## src/rtl/arm_mc_controller_pkg.sv

```systemverilog
// Shared types and encodings for the multicycle ARM controller.
// States, ALU codes, op classes and condition codes.
package arm_mc_pkg;

  typedef enum logic [3:0] {
    S_FETCH,
    S_DECODE,
    S_MEMADR,
    S_MEMREAD,
    S_MEMWB,
    S_MEMWRITE,
    S_EXECR,
    S_EXECI,
    S_ALUWB,
    S_BRANCH
  } mc_state_t;

  localparam logic [3:0] ALU_ADD = 4'b0000;
  localparam logic [3:0] ALU_SUB = 4'b0001;
  localparam logic [3:0] ALU_AND = 4'b0010;
  localparam logic [3:0] ALU_ORR = 4'b0011;
  localparam logic [3:0] ALU_EOR = 4'b0100;
  localparam logic [3:0] ALU_MOV = 4'b0101;

  localparam logic [1:0] OP_DP  = 2'b00;
  localparam logic [1:0] OP_MEM = 2'b01;
  localparam logic [1:0] OP_BR  = 2'b10;

  localparam logic [3:0] CMD_AND = 4'b0000;
  localparam logic [3:0] CMD_EOR = 4'b0001;
  localparam logic [3:0] CMD_SUB = 4'b0010;
  localparam logic [3:0] CMD_ADD = 4'b0100;
  localparam logic [3:0] CMD_CMP = 4'b1010;
  localparam logic [3:0] CMD_ORR = 4'b1100;
  localparam logic [3:0] CMD_MOV = 4'b1101;

  localparam logic [3:0] COND_EQ = 4'b0000;
  localparam logic [3:0] COND_NE = 4'b0001;
  localparam logic [3:0] COND_CS = 4'b0010;
  localparam logic [3:0] COND_CC = 4'b0011;
  localparam logic [3:0] COND_MI = 4'b0100;
  localparam logic [3:0] COND_PL = 4'b0101;
  localparam logic [3:0] COND_VS = 4'b0110;
  localparam logic [3:0] COND_VC = 4'b0111;
  localparam logic [3:0] COND_HI = 4'b1000;
  localparam logic [3:0] COND_LS = 4'b1001;
  localparam logic [3:0] COND_GE = 4'b1010;
  localparam logic [3:0] COND_LT = 4'b1011;
  localparam logic [3:0] COND_GT = 4'b1100;
  localparam logic [3:0] COND_LE = 4'b1101;
  localparam logic [3:0] COND_AL = 4'b1110;
  localparam logic [3:0] COND_NV = 4'b1111;

  function automatic logic [3:0] alu_dec(input logic [3:0] cmd);
    case (cmd)
      CMD_ADD: alu_dec = ALU_ADD;
      CMD_SUB: alu_dec = ALU_SUB;
      CMD_CMP: alu_dec = ALU_SUB;
      CMD_AND: alu_dec = ALU_AND;
      CMD_ORR: alu_dec = ALU_ORR;
      CMD_EOR: alu_dec = ALU_EOR;
      CMD_MOV: alu_dec = ALU_MOV;
      default: alu_dec = ALU_ADD;
    endcase
  endfunction

endpackage

```

## src/rtl/arm_mc_controller_if.sv

```systemverilog
// Controller <-> datapath bundle: decoded instruction and flags in,
// enables and mux selects out.
interface arm_mc_controller_if;
  logic [19:0] Instr;
  logic [3:0]  ALUFlags;
  logic        PCWrite;
  logic        IRWrite;
  logic        RegWrite;
  logic        MemWrite;
  logic        AdrSrc;
  logic [1:0]  ResultSrc;
  logic        ALUSrcA;
  logic [1:0]  ALUSrcB;
  logic [1:0]  ImmSrc;
  logic [1:0]  RegSrc;
  logic [3:0]  ALUControl;

  modport master (
    output Instr, ALUFlags,
    input  PCWrite, IRWrite, RegWrite, MemWrite,
    input  AdrSrc, ResultSrc, ALUSrcA, ALUSrcB,
    input  ImmSrc, RegSrc, ALUControl
  );

  modport slave (
    input  Instr, ALUFlags,
    output PCWrite, IRWrite, RegWrite, MemWrite,
    output AdrSrc, ResultSrc, ALUSrcA, ALUSrcB,
    output ImmSrc, RegSrc, ALUControl
  );
endinterface

```

## src/rtl/arm_mc_controller_cond_unit.sv

```systemverilog
// NZCV flag register and condition-code evaluation.
// Updates are gated by this instruction's own CondEx (old flags).
module cond_unit
  import arm_mc_pkg::*;
(
  input  logic       clk,
  input  logic       reset,
  input  logic [3:0] cond,
  input  logic [3:0] alu_flags,
  input  logic       nz_upd,
  input  logic       cv_upd,
  output logic       cond_ex
);

  logic [3:0] flags_q, flags_d;
  logic n, z, c, v;

  assign {n, z, c, v} = flags_q;

  always_comb begin
    cond_ex = 1'b0;
    unique case (cond)
      COND_EQ: cond_ex = z;
      COND_NE: cond_ex = ~z;
      COND_CS: cond_ex = c;
      COND_CC: cond_ex = ~c;
      COND_MI: cond_ex = n;
      COND_PL: cond_ex = ~n;
      COND_VS: cond_ex = v;
      COND_VC: cond_ex = ~v;
      COND_HI: cond_ex = c & ~z;
      COND_LS: cond_ex = ~c | z;
      COND_GE: cond_ex = n == v;
      COND_LT: cond_ex = n != v;
      COND_GT: cond_ex = ~z & (n == v);
      COND_LE: cond_ex = z | (n != v);
      COND_AL: cond_ex = 1'b1;
      COND_NV: cond_ex = 1'b0;
      default: cond_ex = 1'b0;
    endcase
  end

  always_comb begin
    flags_d = flags_q;
    if (nz_upd && cond_ex)
      flags_d[3:2] = alu_flags[3:2];
    if (cv_upd && cond_ex)
      flags_d[1:0] = alu_flags[1:0];
  end

  always_ff @(posedge clk or posedge reset) begin
    if (reset) flags_q <= 4'b0000;
    else       flags_q <= flags_d;
  end

endmodule

```

## src/rtl/arm_mc_controller.sv

```systemverilog
// Multicycle ARM control unit: Moore FSM sequencing one ALU and one
// unified memory port, with condition-gated write enables.
module arm_mc_controller
  import arm_mc_pkg::*;
(
  input  logic               clk,
  input  logic               reset,
  arm_mc_controller_if.slave bus
);

  mc_state_t state_q, state_d;

  logic [3:0] cond, cmd;
  logic [1:0] op;
  logic       imm_f, s_bit;

  assign cond  = bus.Instr[19:16];
  assign op    = bus.Instr[15:14];
  assign imm_f = bus.Instr[13];
  assign cmd   = bus.Instr[12:9];
  assign s_bit = bus.Instr[8];

  logic fetch_pc, ir_w, reg_w, mem_w, branch;
  logic adr_src, src_a;
  logic [1:0] res_src, src_b;
  logic [3:0] alu_ctl;
  logic is_exec, nz_upd, cv_upd, cond_ex;

  assign is_exec = (state_q == S_EXECR) || (state_q == S_EXECI);
  assign nz_upd  = is_exec && (s_bit || cmd == CMD_CMP);
  assign cv_upd  = nz_upd &&
    (cmd == CMD_ADD || cmd == CMD_SUB || cmd == CMD_CMP);

  cond_unit u_cond (
    .clk       (clk),
    .reset     (reset),
    .cond      (cond),
    .alu_flags (bus.ALUFlags),
    .nz_upd    (nz_upd),
    .cv_upd    (cv_upd),
    .cond_ex   (cond_ex)
  );

  always_ff @(posedge clk or posedge reset) begin
    if (reset) state_q <= S_FETCH;
    else       state_q <= state_d;
  end

  always_comb begin
    state_d = S_FETCH;
    unique case (state_q)
      S_FETCH:  state_d = S_DECODE;
      S_DECODE: begin
        unique case (op)
          OP_MEM:  state_d = S_MEMADR;
          OP_DP:   state_d = imm_f ? S_EXECI : S_EXECR;
          OP_BR:   state_d = S_BRANCH;
          default: state_d = S_FETCH;
        endcase
      end
      S_MEMADR:  state_d = s_bit ? S_MEMREAD : S_MEMWRITE;
      S_MEMREAD: state_d = S_MEMWB;
      S_EXECR:   state_d = S_ALUWB;
      S_EXECI:   state_d = S_ALUWB;
      default:   state_d = S_FETCH;
    endcase
  end

  always_comb begin
    fetch_pc = 1'b0;
    ir_w     = 1'b0;
    reg_w    = 1'b0;
    mem_w    = 1'b0;
    branch   = 1'b0;
    adr_src  = 1'b0;
    src_a    = 1'b0;
    res_src  = 2'b00;
    src_b    = 2'b00;
    alu_ctl  = ALU_ADD;
    unique case (state_q)
      S_FETCH: begin
        fetch_pc = 1'b1;
        ir_w     = 1'b1;
        src_a    = 1'b1;
        src_b    = 2'b10;
        res_src  = 2'b10;
      end
      S_DECODE: begin
        src_a   = 1'b1;
        src_b   = 2'b10;
        res_src = 2'b10;
      end
      S_MEMADR:   src_b = 2'b01;
      S_MEMREAD:  adr_src = 1'b1;
      S_MEMWB: begin
        res_src = 2'b01;
        reg_w   = 1'b1;
      end
      S_MEMWRITE: begin
        adr_src = 1'b1;
        mem_w   = 1'b1;
      end
      S_EXECR:    alu_ctl = alu_dec(cmd);
      S_EXECI: begin
        src_b   = 2'b01;
        alu_ctl = alu_dec(cmd);
      end
      S_ALUWB:    reg_w = (cmd != CMD_CMP);
      S_BRANCH: begin
        src_b   = 2'b01;
        res_src = 2'b10;
        branch  = 1'b1;
      end
      default: ;
    endcase
  end

  // Enables are held low for the whole reset pulse.
  assign bus.PCWrite  = ~reset & (fetch_pc | (branch & cond_ex));
  assign bus.IRWrite  = ~reset & ir_w;
  assign bus.RegWrite = ~reset & reg_w & cond_ex;
  assign bus.MemWrite = ~reset & mem_w & cond_ex;

  assign bus.AdrSrc     = adr_src;
  assign bus.ResultSrc  = res_src;
  assign bus.ALUSrcA    = src_a;
  assign bus.ALUSrcB    = src_b;
  assign bus.ALUControl = alu_ctl;
  assign bus.ImmSrc     = op;
  assign bus.RegSrc     = {op == OP_MEM, op == OP_BR};

endmodule

```

## src/flat_wrapper.sv

```systemverilog
// flat-port wrapper written by rule: the top's interface ports become plain ports
module arm_mc_controller_flat import arm_mc_pkg::*;
  (clk, reset, bus_Instr, bus_ALUFlags, bus_PCWrite, bus_IRWrite, bus_RegWrite, bus_MemWrite, bus_AdrSrc, bus_ResultSrc, bus_ALUSrcA, bus_ALUSrcB, bus_ImmSrc, bus_RegSrc, bus_ALUControl);
  arm_mc_controller_if bus_i ();
  input  logic clk;
  input  logic reset;
  input wire logic [$bits(bus_i.Instr)-1:0] bus_Instr;
  input wire logic [$bits(bus_i.ALUFlags)-1:0] bus_ALUFlags;
  output wire logic [$bits(bus_i.PCWrite)-1:0] bus_PCWrite;
  output wire logic [$bits(bus_i.IRWrite)-1:0] bus_IRWrite;
  output wire logic [$bits(bus_i.RegWrite)-1:0] bus_RegWrite;
  output wire logic [$bits(bus_i.MemWrite)-1:0] bus_MemWrite;
  output wire logic [$bits(bus_i.AdrSrc)-1:0] bus_AdrSrc;
  output wire logic [$bits(bus_i.ResultSrc)-1:0] bus_ResultSrc;
  output wire logic [$bits(bus_i.ALUSrcA)-1:0] bus_ALUSrcA;
  output wire logic [$bits(bus_i.ALUSrcB)-1:0] bus_ALUSrcB;
  output wire logic [$bits(bus_i.ImmSrc)-1:0] bus_ImmSrc;
  output wire logic [$bits(bus_i.RegSrc)-1:0] bus_RegSrc;
  output wire logic [$bits(bus_i.ALUControl)-1:0] bus_ALUControl;
  assign bus_i.Instr = bus_Instr;
  assign bus_i.ALUFlags = bus_ALUFlags;
  assign bus_PCWrite = bus_i.PCWrite;
  assign bus_IRWrite = bus_i.IRWrite;
  assign bus_RegWrite = bus_i.RegWrite;
  assign bus_MemWrite = bus_i.MemWrite;
  assign bus_AdrSrc = bus_i.AdrSrc;
  assign bus_ResultSrc = bus_i.ResultSrc;
  assign bus_ALUSrcA = bus_i.ALUSrcA;
  assign bus_ALUSrcB = bus_i.ALUSrcB;
  assign bus_ImmSrc = bus_i.ImmSrc;
  assign bus_RegSrc = bus_i.RegSrc;
  assign bus_ALUControl = bus_i.ALUControl;
  arm_mc_controller u_core (.clk(clk), .reset(reset), .bus(bus_i));
endmodule
```

## config.mk

```make
export PLATFORM = sky130hd
export DESIGN_NAME = arm_mc_controller_flat
export DESIGN_NICKNAME = d
export VERILOG_FILES = /design/src/rtl/arm_mc_controller_pkg.sv /design/src/rtl/arm_mc_controller_if.sv /design/src/rtl/arm_mc_controller_cond_unit.sv /design/src/rtl/arm_mc_controller.sv /design/src/flat_wrapper.sv
export SDC_FILE = /design/constraint.sdc
export NUM_CORES = 1
export LEC_CHECK = 0
export ABC_AREA = 1
export BUFFER_PORTS_ARGS = -buffer_cell sky130_fd_sc_hd__buf_4
export CAP_MARGIN = 20
export CELL_PAD_IN_SITES_DETAIL_PLACEMENT = 0
export CELL_PAD_IN_SITES_GLOBAL_PLACEMENT = 1
export CORE_ASPECT_RATIO = 0.5
export CORE_MARGIN = 2
export CORE_UTILIZATION = 25
export CTS_BUF_LIST = sky130_fd_sc_hd__clkbuf_8
export CTS_CLUSTER_SIZE = 16
export DETAILED_ROUTE_END_ITERATION = 10
export PLACE_DENSITY_LB_ADDON = 0.1
export SLEW_MARGIN = 20
export SYNTH_ARGS = -nofsm -noshare
export SYNTH_HDL_FRONTEND = slang
export SYNTH_HIERARCHICAL = 1
export SYNTH_SLANG_ARGS = --single-unit
```

## constraint.sdc

```tcl
create_clock -name clk -period 1.4 [get_ports clk]
set_input_delay 0.28 -clock clk [delete_from_list [all_inputs] [get_ports clk]]
set_output_delay 0.28 -clock clk [all_outputs]
set_load 0.02 [all_outputs]
```

==> metrics.txt, run 1 <==
Final nets 235; PwrDens 1680 nW/µm²; Detailed Place HPWL 1.87 mm; Max IR drop VDD 0.00119 V; Tcrit/Tclk final 1.35; Iter 0 DRT Violations 10; Final Max Slew Viols 0; failing checks setup timing; Syn-to-layout area delta 84.8%; RSZ-0062 raised after global routing yes; setup slack after layout -0.492 ns; startpoint class of the critical path register; initial antenna violation count 0; vias in the first global route 1027; initial cell density of the core 0.256; CP endpoint kind output port; flop and latch count out of synthesis 8; post-detailed-route count of antenna-violating nets 0; CTS tree done; slowest stage cell, crit path dfrtp_1; die width 87.2 µm; Synth warnings 6; Via Count 1111; Final Hold Vio Count 0; drt drc 0; largest net degree at the start of global routing 7; DP Worst Slack -0.327 ns; chip height 45.6 µm; Max clock buf depth 2; layout cell share with drive strength beyond 1 0.551; clock period minus worst slack 1.89 ns; row count 15; sequential-to-total area share from yosys stat 0.231; H-tree lvl count 1; Synth cell types 23; HP Class input port to asynchronous set/reset pin; die area 3980 µm²; CTS root buf clkbuf_8; max cap viols 0; # setup viols final 17; Core Area 3380 µm²; worst path required time 1.12 ns; Port Buffer Count 34; static leakage 0.826 nW; total negative setup slack -3.02 ns; Synth Instances 146; Pre-antenna DRT Iters 5; synthesized area per cell 5.93 µm²; gr usage total 0.132; Setup Crit Path Kind register to output port; CP bufs+invs 2; cell family with most CP delay simple AND/OR/NAND/NOR gates; CP Cell Sequence inv_2 -> nand2_2 -> nand3_1 -> nand2_1 -> nand2_1 -> nand2_1 -> nand3_2 -> nand2_2 -> nand3_4 -> nand3_4 -> a21oi_4 -> buf_6; clk sinks 8; fmax 0.529 GHz; routed len/inst 10.3 µm; Non-Filler Instances 249; status finished, violations left; post-route cell area 1600 µm²; Total Routed Length 2.57 mm; DP Area 1270 µm²; CP Max Fanout 4; final worst clock skew 0.00410 ns; crit-path most repeated cell nand2_1; n_diodes 0; Inst Count DP 231; first-pass GRT wire length 4.08 mm; synthesized cell area 866 µm²; RD Place Congestion 0.761; CP arrival 1.61 ns; filler cell count 355; Worst-Skew Late Latency 0.23 ns; Congestion Overflow GR 0; TritonCTS Buffers 3; Max stage delay on crit path 0.41 ns; Worst-path clk slew 0.04 ns; Ports 44; via/cell ratio 4.46; syn nets 172
-- placed cells by master, fill, tap and decap left out, types with 2 or more instances in the layout --
| cell type | netlist | layout |
|---|---|---|
| nand2_2 | 6 | 12 |
| nor2_1 | 15 | 10 |
| inv_1 | 22 | 17 |
| nand2_4 | 0 | 3 |
| dfrtp_1 | 8 | 5 |
| nand3_1 | 17 | 12 |
| dfrtp_2 | 0 | 3 |
| nand2_1 | 44 | 35 |
| o21ai_1 | 3 | 4 |
| clkbuf_8 | 0 | 3 |
| buf_4 | 4 | 46 |
| buf_6 | 0 | 15 |
| o21ai_0 | 3 | 2 |
| inv_2 | 3 | 8 |
| nand3_2 | 1 | 3 |
| nand3_4 | 1 | 4 |
| nor2_4 | 2 | 5 |
| nand4_1 | 2 | 2 |
| nor2_2 | 5 | 7 |
-- final timing paths --
kind,endpoint,from,depth (start not counted),slack (ns)
max,bus_RegWrite,u_core/u_cond/flags_q[3],12,-0.49
min,u_core/state_q[0],reset,3,0.22
max reg2reg,u_core/u_cond/flags_q[3],u_core/u_cond/flags_q[3],13,-0.18
min reg2reg,u_core/u_cond/flags_q[0],u_core/u_cond/flags_q[0],2,0.54
max in group asynchronous,u_core/u_cond/flags_q[0],reset,3,0.70
min in group clk,u_core/u_cond/flags_q[1],bus_ALUFlags[1],3,0.29
-- worst reg2reg max path, delay by kind of cell, from the launching register on --
kind,cells,cell delay [ns]
buffers and inverters,3,0.35
DFF,1,0.40
and+or+nand+nor,10,0.72
-- synth_stat cells --
| master | n | area [µm²] |
|---|---|---|
| o211ai_1 | 1 | 7.51 |
| nand3_2 | 1 | 10.0 |
| inv_1 | 22 | 82.6 |
| a21oi_1 | 2 | 10.0 |
| nor2_2 | 5 | 31.3 |
| nand2_2 | 6 | 37.5 |
| o211ai_2 | 1 | 12.5 |
| nand3_4 | 1 | 17.5 |
| nor3_2 | 1 | 10.0 |
| inv_2 | 3 | 11.3 |
| dfrtp_1 | 8 | 200 |
| nand3_1 | 17 | 85.1 |
| o21ai_1 | 3 | 15.0 |
| nor2_4 | 2 | 22.5 |
| nand2_1 | 44 | 165 |
| nand4_1 | 2 | 12.5 |
| o21a_1 | 1 | 7.51 |
| nor3_1 | 2 | 10.0 |
| o22ai_2 | 1 | 12.5 |
| o21ai_0 | 3 | 15.0 |
| buf_4 | 4 | 30.0 |
| conb_1 | 1 | 3.75 |
| nor2_1 | 15 | 56.3 |
-- area by class of cell --
type,count,area (µm²),share of cell area
Tap cell,42,52.6,0.0328
Multi-Input combinational cell,109,684,0.428
Clock buffer,3,41.3,0.0258
Timing Repair Buffer,62,524,0.328
Inverter,25,93.8,0.0586
Sequential cell,8,204,0.127
-- state kept, by name, summed over array words and instances (netlist names) --
name,flops
u_core/u_cond/flags_q,4
u_core/state_q,4
-- timing repair --
action,CTS,global route
resized for setup,39,9
pin swaps,9,9
setup buffers,11,3
endpoints found under the setup margin,17,17
endpoints found under the hold margin,4,0
hold buffers,1,0
-- cell families (layout without fill, tap and decap cells) --
logic type	count (synthesis)	count (layout)	synth area share
AND/OR/NAND/NOR	96	96	0.529
buffers and inverters	29	90	0.143
AO/OA/AOI/OAI	12	12	0.0925
flip-flops	8	8	0.231
other	1	1	0.00433
-- metal layers --
metal	up-vias	global-route usage	share of wire
li1	579	-	-
met1	498	0.147	0.44
met2	30	0.252	0.50
met3	4	0.0380	0.051
met4	0	0.0369	0.0090
met5	-	0	0
-- power by group --
part,internal [W],leakage [nW],total (W),switching (W)
clock,0.000186,0.0216,0.000276,0.0000893
combinational,0.000946,0.703,0.00198,0.00104
sequential,0.000313,0.102,0.000430,0.000117
total,0.00145,0.826,0.00269,0.00124
-- per-stage QoR --
stage / util / total power (W) / hold WS [ns]
final: 0.474 / 0.00269 / 0.218
after global routing: 0.474 / 0.00287 / 0.223
after CTS: 0.457 / 0.00252 / 0.207
after detailed placement: 0.377 / 0.00170 / 0.222
after global placement: 0.377 / 0.00171 / 0.225
after floorplan: - / 0.00122 / 0.0461
No activity file was read; power rests on OpenSTA's default activity.
==> run 2: changes to the inputs <==
Settings changed: BUFFER_PORTS_ARGS -buffer_cell sky130_fd_sc_hd__buf_4 to not set, DONT_BUFFER_PORTS set to 1.
==> metrics.txt, run 2 (same netlist as run 1, synthesis figures left out) <==
CTS tree done; setup slack after layout -0.442 ns (+0.0497 ns); layout cell share with drive strength beyond 1 0.472 (-0.0788); initial cell density of the core 0.256 (unchanged); post-detailed-route count of antenna-violating nets 0 (unchanged); CTS root buf clkbuf_8; RSZ-0062 raised after global routing yes; H-tree lvl count 1 (unchanged); overall power 0.00251 W (-6.5%); Congestion Overflow GR 0 (unchanged); fmax 0.543 GHz (+2.7%); filler cell count 362 (+2.0%); commonest non-fill, non-tap cell in the layout nand2_1; Setup Crit Path Kind register to output port; Worst-Skew Late Latency 0.23 ns (about the same); DP Worst Slack -0.236 ns (+0.0910 ns); Max IR drop VDD 0.000955 V (-19%); R2R Path Start u_core/u_cond/flags_q[3]; die width 87.2 µm (unchanged); clk sinks 8 (unchanged); largest net degree at the start of global routing 7 (unchanged); row count 15 (unchanged); RR Endpoint u_core/u_cond/flags_q[2]; Non-Filler Instances 220 (-12%); max cap viols 0 (unchanged); HP Class input port to register; first-pass GRT wire length 3.73 mm (-8.6%); chip height 45.6 µm (unchanged); startpoint class of the critical path register; register area 203 µm² (-0.61%); Iter 0 DRT Violations 31 (+21); CP Max Fanout 4 (unchanged); Detailed Place HPWL 1.80 mm (-4.1%); initial antenna violation count 0 (unchanged); final worst clock skew 0.00577 ns (+0.00167 ns); Tcrit/Tclk final 1.32 (-0.0355); CP endpoint kind output port; clock period minus worst slack 1.84 ns (-0.0497 ns); Total Routed Length 2.30 mm (-10%); Inst Count DP 199 (-14%); TritonCTS Buffers 3 (unchanged); Core Area 3380 µm² (unchanged); Port Buffer Count 0 (-100%); reg2reg setup slack -0.20 ns (-0.02 ns); Final nets 206 (-12%); Hold EP u_core/u_cond/flags_q[1]; Syn-to-layout area delta 62.7%; Worst-path clk slew 0.04 ns (about the same); status finished, violations left; routed len/inst 10.5 µm (+1.5%); PwrDens 1780 nW/µm² (+6.2%); hold path cells 2; gr usage total 0.123 (-0.00895); # setup viols final 17 (unchanged); die area 3980 µm² (unchanged); Pre-antenna DRT Iters 4 (-1); n_diodes 0 (unchanged); area occupied by multi-input gates 716 µm² (+4.6%); via/cell ratio 4.34 (-2.8%); Register-to-Register Path Depth 10 (-3); commonest non-fill, non-tap cells in the layout nand2_1, buf_4, inv_1; CP arrival 1.56 ns (-0.05 ns); RD Place Congestion 0.694 (-8.9%); Max clock buf depth 2 (unchanged); static leakage 0.701 nW (-15%); Ports 44 (unchanged); vias in the first global route 863 (-16%); worst path required time 1.12 ns (about the same); failing checks setup timing; Via Count 954 (-14%); drt drc 0 (unchanged); Hold Startpoint bus_ALUFlags[1]; Final Hold Vio Count 0 (unchanged); top flop regs u_core/state_q (4), u_core/u_cond/flags_q (4); Final Max Slew Viols 0 (unchanged)
==> run 2: cell count changes in the layout (fill, tap and decap cells not counted), moves of 2 or more <==
cell,delta
buf_4,-23
buf_6,-7
inv_2,-3
nand2_2,-3
inv_6,+2
nand2_8,+2
nor2_4,-2
==> run 2: what timing repair did <==
action                                  CTS  global route
endpoints found under the setup margin   17            17
pin swaps                                12             9
hold buffers                              1             0
gates resized for setup                  33            15
setup buffers                            12             5
endpoints found under the hold margin     5             0
==> run 2: worst max path at each step <==
stage,startpoint,depth (start not counted),slack [ns],to
finish,u_core/u_cond/flags_q[3],11,-0.44,bus_RegWrite
global route,u_core/u_cond/flags_q[3],11,-0.57,bus_RegWrite
CTS,u_core/u_cond/flags_q[3],11,-0.45,bus_RegWrite
detailed placement,u_core/u_cond/flags_q[3],11,-0.24,bus_RegWrite
global placement,u_core/u_cond/flags_q[3],11,-0.25,bus_RegWrite
floorplan,u_core/u_cond/flags_q[3],11,-0.14,bus_PCWrite
==> run 2: per-layer routing <==
| layer | up-vias | global-route usage | share of wire |
|---|---|---|---|
| li1 | 522 | - | - |
| met1 | 408 | 0.165 | 0.48 |
| met2 | 24 | 0.205 | 0.47 |
| met3 | 0 | 0.0344 | 0.044 |
| met4 | 0 | 0.0185 | 0 |
| met5 | - | 0 | 0 |
==> run 2: stage by stage <==
step	utilization	setup TNS, ns	hold WS [ns]	cell area, µm²
3_5_place_dp	0.306	-1.02	0.0719	1030
2_1_floorplan	-	-0.382	0.0461	900
3_3_place_gp	0.306	-1.09	0.0743	1030
6_report	0.417	-2.91	0.198	1410
4_1_cts	0.387	-2.60	0.194	1310
5_1_grt	0.417	-4.47	0.192	1410
==> run 2: layout make-up <==
| type | count | share of cell area |
|---|---|---|
| flip-flops and latches | 8 | 0.144 |
| well taps | 42 | 0.0373 |
| inverters | 25 | 0.0737 |
| multi-input cells | 109 | 0.508 |
| repair buffers | 33 | 0.208 |
| clock buffers | 3 | 0.0293 |
==> run 2: where the power goes <==
part	total, W	switching (W)	internal (W)
Sequential	0.000410	0.0000975	0.000312
Combinational	0.00183	0.00104	0.000787
Clock	0.000277	0.0000905	0.000186
Total	0.00251	0.00123	0.00128
==> run 2: worst max-delay path: stages (launching register included) <==
cell	delay [ns]
dfrtp_1	0.41
inv_2	0.10
nand2_2	0.07
nand2_2	0.08
nand3_2	0.06
nand2_1	0.07
nand2_1	0.05
nand3_2	0.07
nand2_2	0.06
nand3_4	0.08
nand3_2	0.09
a21oi_4	0.20
==> run 3: changes to the inputs <==
Settings changed: TNS_END_PERCENT set to 5.
==> metrics.txt, run 3 (same netlist as run 1, synthesis figures left out) <==
status finished, violations left; failing checks setup timing; CP Max Fanout 4 (unchanged); slowest stage cell, crit path dfrtp_1; Detailed Place HPWL 1.77 mm (-1.5%); via/cell ratio 4.48 (+3.2%); Syn-to-layout area delta 36.4%; sequential share of power 0.227 (+0.064); CTS root buf clkbuf_8; commonest non-fill, non-tap cell in the layout nand2_1; clk sinks 8 (unchanged); worst path required time 1.12 ns (about the same); Hold EP u_core/u_cond/flags_q[0]; largest net degree at the start of global routing 9 (+2); chip height 45.6 µm (unchanged); CTS tree done; RR Endpoint u_core/u_cond/flags_q[3]; commonest non-fill, non-tap cells in the layout nand2_1, inv_1, buf_4; startpoint class of the critical path register; top flop regs u_core/state_q (4), u_core/u_cond/flags_q (4); max cap viols 0 (unchanged); Sw Ratio 0.514 (+0.0249); Ports 44 (unchanged); Via Count 922 (-3.4%); Setup Crit Path Kind register to output port; Port Buffer Count 0 (unchanged); Final Hold Vio Count 0 (unchanged); layout cell share with drive strength beyond 1 0.409 (-0.0634); final worst clock skew 0.00169 ns (-0.00408 ns); n_diodes 0 (unchanged); combinational power share 0.627 (-0.100); Congestion Overflow GR 0 (unchanged); overall power 0.00190 W (-25%); Switch Pwr 0.000974 W (-21%); routed len/inst 10.4 µm (-0.99%); row count 15 (unchanged); CP Cell Sequence inv_2 -> nand2_2 -> nand2_2 -> nand3_2 -> nand2_1 -> nand2_1 -> nand3_2 -> nand2_2 -> nand3_4 -> nand2_4 -> o22ai_4; hold path cells 2 (unchanged); die area 3980 µm² (unchanged); Max IR drop VDD 0.000668 V (-30%); clock period minus worst slack 1.82 ns (-0.0172 ns); Hold Startpoint bus_ALUFlags[0]; static leakage 0.601 nW (-14%); first-pass GRT wire length 3.41 mm (-8.5%); setup slack after layout -0.425 ns (+0.0172 ns); Core Area 3380 µm² (unchanged); vias in the first global route 789 (-8.6%); Worst-path clk slew 0.04 ns (about the same); R2R Path Start u_core/u_cond/flags_q[0]; fmax 0.548 GHz (+0.94%); TritonCTS Buffers 3 (unchanged); Total Routed Length 2.14 mm (-7.3%); die width 87.2 µm (unchanged); Final Max Slew Viols 0 (unchanged); Max stage delay on crit path 0.41 ns (about the same); DP Area 1040 µm² (+0.73%); Pre-antenna DRT Iters 4 (unchanged); Tcrit/Tclk final 1.30 (-0.0123); gr usage total 0.112 (-0.0104); HP Class input port to register; CP arrival 1.54 ns (-0.02 ns); Iter 0 DRT Violations 38 (+23%); # setup viols final 14 (-3); Worst-Skew Late Latency 0.23 ns (about the same); clock power share 0.147 (+0.037); PwrDens 1610 nW/µm² (-10%); H-tree lvl count 1 (unchanged); post-detailed-route count of antenna-violating nets 0 (unchanged); initial cell density of the core 0.256 (unchanged); Internal Power 0.000922 W (-28%); RD Place Congestion 0.700 (+0.89%); post-route cell area 1180 µm² (-16%); CP endpoint kind output port; reg2reg setup slack -0.15 ns (+0.05 ns); initial antenna violation count 0 (unchanged); crit-path most repeated cell nand2_2; Core Util, Final 0.350 (-0.0674); drt drc 0 (unchanged); Final nets 192 (-6.8%); Register-to-Register Path Depth 12 (+2); RSZ-0062 raised after global routing yes; Max clock buf depth 2 (unchanged)
[run 3: power by group through the flow]
stage | combinational (W) | sequential (W) | clock (W)
floorplan | 0.000844 | 0.000378 | 0
global placement | 0.00106 | 0.000411 | 0
detailed placement | 0.00105 | 0.000410 | 0
CTS | 0.00114 | 0.000414 | 0.000291
global route | 0.00131 | 0.000447 | 0.000303
finish | 0.00119 | 0.000430 | 0.000278
[run 3: layout make-up]
class	instances	area [µm²]
fillers	368	2200
well taps	42	52.6
clock buffers	3	41.3
repair buffers	19	149
flip-flops and latches	8	205
inverters	25	93.8
multi-input cells	109	639
[run 3: routing by layer]
layer  up-vias  GRT usage  part of all wire
met5         -          0                 0
met2        19      0.194              0.46
met4         0     0.0277            0.0089
li1        497          -                 -
met3         4     0.0344             0.046
met1       402      0.140              0.48
[run 3: what timing repair did]
item | CTS | global route
hold buffers | 1 | 0
cloned | 0 | 0
hold endpoints to repair | 5 | 0
setup endpoints to repair | 17 | 17
pin swaps | 2 | 3
buffers inserted | 1 | 1
gates resized for setup | 14 | 11
[run 3: through the flow]
| stage | cells | setup TNS (ns) | hold slack (ns) | setup WS (ns) |
|---|---|---|---|---|
| 2_1_floorplan | 146 | -0.407 | 0.0461 | -0.137 |
| 4_1_cts | 205 | -2.20 | 0.190 | -0.443 |
| 3_5_place_dp | 200 | -1.08 | 0.0703 | -0.241 |
| 6_report | 206 | -2.38 | 0.191 | -0.425 |
| 5_1_grt | 206 | -3.84 | 0.180 | -0.572 |
| 3_3_place_gp | 200 | -1.14 | 0.0745 | -0.250 |
[run 3: how the worst max path moves through the flow]
stage                        end                      from  cells past startpoint
floorplan            bus_PCWrite  u_core/u_cond/flags_q[3]                     11
global placement    bus_RegWrite  u_core/u_cond/flags_q[3]                     11
detailed placement  bus_RegWrite  u_core/u_cond/flags_q[3]                     11
CTS                 bus_RegWrite  u_core/u_cond/flags_q[3]                     11
global route         bus_PCWrite  u_core/u_cond/flags_q[3]                     11
finish               bus_PCWrite  u_core/u_cond/flags_q[3]                     11
[run 3: critical path: cells and delay by family, from the launching register on]
kind                   cells  cell delay, ns
DFF                        1            0.41
AOI/OAI and AO/OA          1            0.20
and+or+nand+nor            9            0.61
buffers and inverters      1            0.11
